$ cat src/rtl/z16_fetch_unit.sv
// z16_fetch_unit: PC register and IF/ID pipeline register for the Z16 core.
// Priority per edge is redirect, then stall, then advance; all outputs to decode are registered.
`default_nettype none

module z16_fetch_unit (
  input  logic        i_clk,
  input  logic        i_rst,
  input  logic        i_stall,
  input  logic        i_br_taken,
  input  logic [15:0] i_br_target,
  output logic [15:0] o_imem_addr,
  input  logic [15:0] i_imem_instr,
  output logic [15:0] o_id_instr,
  output logic [15:0] o_id_pc,
  output logic [15:0] o_id_pc_plus2,
  output logic        o_id_valid,
  output logic [15:0] o_fetch_count
);

  logic [15:0] pc_q,          pc_d;
  logic [15:0] id_instr_q,    id_instr_d;
  logic [15:0] id_pc_q,       id_pc_d;
  logic [15:0] id_pc_plus2_q, id_pc_plus2_d;
  logic        id_valid_q,    id_valid_d;
  logic [15:0] fetch_count_q, fetch_count_d;
  logic [15:0] pc_plus2;

  assign pc_plus2 = pc_q + 16'd2;

  always_comb begin
    pc_d          = pc_q;
    id_instr_d    = id_instr_q;
    id_pc_d       = id_pc_q;
    id_pc_plus2_d = id_pc_plus2_q;
    id_valid_d    = id_valid_q;
    fetch_count_d = fetch_count_q;
    if (i_br_taken) begin
      // Bubble a NOP into decode; the old PC tags stay as they were.
      pc_d       = {i_br_target[15:1], 1'b0};
      id_instr_d = 16'h0000;
      id_valid_d = 1'b0;
    end else if (!i_stall) begin
      pc_d          = pc_plus2;
      id_instr_d    = i_imem_instr;
      id_pc_d       = pc_q;
      id_pc_plus2_d = pc_plus2;
      id_valid_d    = 1'b1;
      fetch_count_d = fetch_count_q + 16'd1;
    end
  end

  always_ff @(posedge i_clk or posedge i_rst) begin
    if (i_rst) begin
      pc_q          <= 16'h0000;
      id_instr_q    <= 16'h0000;
      id_pc_q       <= 16'h0000;
      id_pc_plus2_q <= 16'h0000;
      id_valid_q    <= 1'b0;
      fetch_count_q <= 16'h0000;
    end else begin
      pc_q          <= pc_d;
      id_instr_q    <= id_instr_d;
      id_pc_q       <= id_pc_d;
      id_pc_plus2_q <= id_pc_plus2_d;
      id_valid_q    <= id_valid_d;
      fetch_count_q <= fetch_count_d;
    end
  end

  assign o_imem_addr   = {pc_q[15:1], 1'b0};
  assign o_id_instr    = id_instr_q;
  assign o_id_pc       = id_pc_q;
  assign o_id_pc_plus2 = id_pc_plus2_q;
  assign o_id_valid    = id_valid_q;
  assign o_fetch_count = fetch_count_q;

endmodule

`default_nettype wire
$ cat config.mk
export PLATFORM = sky130hd
export DESIGN_NAME = z16_fetch_unit
export DESIGN_NICKNAME = d
export VERILOG_FILES = /design/src/rtl/z16_fetch_unit.sv
export SDC_FILE = /design/constraint.sdc
export NUM_CORES = 1
export LEC_CHECK = 0
export ABC_CLOCK_PERIOD_IN_PS = 2220
export CORE_ASPECT_RATIO = 0.7
export CORE_UTILIZATION = 30
export DETAILED_ROUTE_END_ITERATION = 16
export GPL_TIMING_DRIVEN = 0
export SYNTH_ARGS = -nofsm -noshare
export SYNTH_HDL_FRONTEND = slang
export SYNTH_SLANG_ARGS = --single-unit
$ cat constraint.sdc
create_clock -name i_clk -period 2.22 [get_ports i_clk]
set_input_delay 0.333 -clock i_clk [delete_from_list [all_inputs] [get_ports i_clk]]
set_output_delay 0.333 -clock i_clk [all_outputs]
set_load 0.005 [all_outputs]
==> flow_summary_export.csv <==
group,metric,value,unit
timing,relSlewSlack,0.581,
logic_synthesis,yosysMostFrequentCell,"dfrtp_1",
global_routing,grt_pass1_wl,15500,microns
global_routing,grt_pass1_vias,2910,
placement,place.gp.congestion,0.742,
logic_synthesis,yosys_warnings,0,
floorplan,die_area,0.0124,sq mm
final_layout,nFillCells,1063,
clock_tree,cts_sinks,78,
global_routing,grt_max_degree,31,
global_routing,antenna_found_initial,0,
logic_synthesis,synth_area,0.00358,sq mm
clock_tree,worstSkewPairLatency,340,ps
pwr,total_power,4.25,mW
worst_hold_path,worstHoldPathType,"input pin to async pin",
placement,io_buffers,111,
routing,via_per_inst,4.54,
logic_synthesis,synthTopCellsByArea,"dfrtp_1 (55%), xnor2_1 (8.6%), mux2_2 (5.7%), mux2i_1 (4.8%), nor2_1 (4.0%)",
critical_path,ff2ff_setup_slack,400,ps
timing,holdWs,431,ps
pwr,switching_share,0.258,
pwr,combPwrFrac,0.219,
critical_path,critPathMaxFanout,7,
routing,drt_iter0_markers,65,
floorplan,die_y,93.3,microns
logic_synthesis,ys_seq_area_frac,0.546,
routing,drt_wl_total,9290,microns
timing,fmax,0.550,GHz
pwr,seq_power_share,0.424,
final_layout,syn2layout_area_growth,46.5,%
critical_path,critPathKind,"register to register",
pwr,clockPowerShare,0.357,
final_layout,diodes,0,
floorplan,core_area,0.0113,sq mm
logic_synthesis,async_flop_share,1.00,
flow_run,drv_cap,0,
timing,skew,6.65,ps
routing,firstDrtPassIters,4,
clock_tree,cts_hold_buf,0,
logic_synthesis,synthFlopType,"dfrtp_1",
floorplan,die_x,132,microns
timing,fin_crit,1820,ps
logic_synthesis,synthTopCellsByCount,"dfrtp_1 (78), nor2_1 (38), xnor2_1 (35), nand2_1 (25), mux2_2 (18)",
final_layout,drive_gt1_frac,0.136,
floorplan,ios,117,
critical_path,rr_startpoint,"pc_q[1]",
timing,rsz0062_at_grt,"false",
clock_tree,cts-root-buf,"clkbuf_16",
clock_tree,post-cts-setup-buffers,0,
critical_path,worstPathArrival,2030,ps
critical_path,end_kind,"register",
timing,hold_viol,0,
logic_synthesis,yosysTopAreaCell,"dfrtp_1",
final_layout,nets,483,
logic_synthesis,synth_cell_types,33,
critical_path,cp_slowest_cell,"dfrtp_1",
logic_synthesis,synth_edf_count,0,
logic_synthesis,synth_cells,319,
critical_path,startpoint,"pc_q[1]",
timing,drv_slew,0,
global_routing,overflow,0,
routing,vias,2731,
pwr,power.density,812,mW/mm^2
routing,postRouteAntennaNets,0,
critical_path,cp_cell_sequence,"ha_1 -> nand4b_1 -> nor3_1 -> xnor2_1 -> o21ai_1",
pwr,p_int,3.16,mW
clock_tree,cts_resized,0,
timing,tns,0,ps
timing,finalSetupViolations,0,
critical_path,crit_required,2430,ps
logic_synthesis,syn_area_per_cell,11.2,sq um
pwr,peakVddDrop,0.501,mV
timing,worstMarginPinSlew,627,ps
routing,wl_per_cell,15.4,microns
floorplan,start_util,0.317,
placement,hpwlAfterDp,6710,microns
pwr,switchingPower,1.10,mW
floorplan,fp-row-count,32,
pwr,leakagePower,2.19,nW
critical_path,start_kind,"register",
clock_tree,path_clk_slew,60,ps
global_routing,grt_use_total,0.164,
clock_tree,clockBufferDepth,2,
clock_tree,numCtsBuffers,9,
clock_tree,tritoncts,"built",
logic_synthesis,yosysTopAreaCellShare,0.546,
clock_tree,htreeDepth,3,
logic_synthesis,synth-seq-cells,78,
run_status,outcome,"complete, no violations",
critical_path,cpPeakStageDelay,540,ps
timing,fin_crit_sh,0.819,
routing,route.detailed.drc,0,
[cell families (layout without fill, tap and decap cells)]
group	count (synthesis)	after routing	synth area share
xor gates and xnor gates	42	42	0.103
AOI/OAI and AO/OA	29	29	0.0406
adders and majority gates	2	2	0.00700
other	1	3	0.00105
muxes	35	35	0.104
buffers and inverters	30	158	0.0420
DFF	78	78	0.546
and+or+nand+nor	102	102	0.156
[placed cells by master (no fill, tap or decap), types with 6 or more instances in the layout]
master | synthesis | layout
nor2_1 | 38 | 38
buf_2 | 8 | 8
nand2_1 | 25 | 25
mux2i_1 | 17 | 17
o21ai_0 | 9 | 9
dfrtp_1 | 78 | 78
clkdlybuf4s50_1 | 0 | 111
nor3_1 | 7 | 7
a21oi_1 | 15 | 15
mux2_2 | 18 | 18
xnor2_1 | 35 | 35
nand3_1 | 6 | 6
xor2_1 | 7 | 7
clkbuf_1 | 7 | 7
clkbuf_16 | 0 | 9
[power groups by stage]
| stage | clock network (mW) | registers [mW] | logic (mW) |
|---|---|---|---|
| 6_report | 1.52 | 1.80 | 0.931 |
| 4_1_cts | 1.56 | 1.81 | 0.948 |
| 3_3_place_gp | 0 | 1.82 | 0.918 |
| 5_1_grt | 1.62 | 1.84 | 1.02 |
| 2_1_floorplan | 0 | 1.81 | 0.373 |
| 3_5_place_dp | 0 | 1.83 | 0.939 |
[per-layer routing]
metal	share of wire	wire, microns	track usage	vias up
li1	-	-	-	1320
met1	0.50	4630	0.225	1321
met2	0.43	4010	0.249	79
met3	0.058	536	0.0515	11
met4	0.012	114	0.0460	0
met5	0	0	0	-
[cell type report]
class / count / area, sq um / share of cell area
inverter: 6 / 26.3 / 0.00502
multi-input combinational: 213 / 1480 / 0.283
clock buffer: 12 / 267 / 0.0509
sequential: 78 / 1950 / 0.373
clock inverter: 3 / 42.5 / 0.00812
buffer: 24 / 128 / 0.0244
tap: 153 / 191 / 0.0365
timing repair buffer: 113 / 1150 / 0.220
[sequential cells by signal (all words and copies together) (netlist names)]
signal	cells
o_id_instr	16
o_fetch_count	16
o_id_pc	15
o_id_pc_plus2	15
o_id_valid	1
pc_q	15
[final timing paths]
path / cells after the start / endpoint
setup / recovery: 5 / pc_q[11]
hold / removal: 2 / o_id_pc[4]
setup reg to reg: 5 / pc_q[11]
hold reg to reg: 1 / o_fetch_count[15]
max in group asynchronous: 3 / o_id_pc[10]
min in group i_clk: 1 / o_fetch_count[15]
[through the flow]
| stage | setup WS (ps) | instance area [sq um] | util | std cells |
|---|---|---|---|---|
| 3_3_place_gp | 23.8 | 4890 | 0.433 | 585 |
| 3_5_place_dp | 50.2 | 4930 | 0.437 | 587 |
| 2_1_floorplan | 633 | 3590 | - | 321 |
| 5_1_grt | 276 | 5240 | 0.464 | 602 |
| 6_report | 403 | 5240 | 0.464 | 602 |
| 4_1_cts | 404 | 5240 | 0.464 | 602 |
[critical path, delay by kind of cell, from the launching register on]
family | cells | cell delay, ps
flops | 1 | 540
fa+ha+maj | 1 | 310
xor+xnor | 1 | 170
simple gates | 2 | 600
compound gates | 1 | 70
Power figures use the tool's default switching activity.
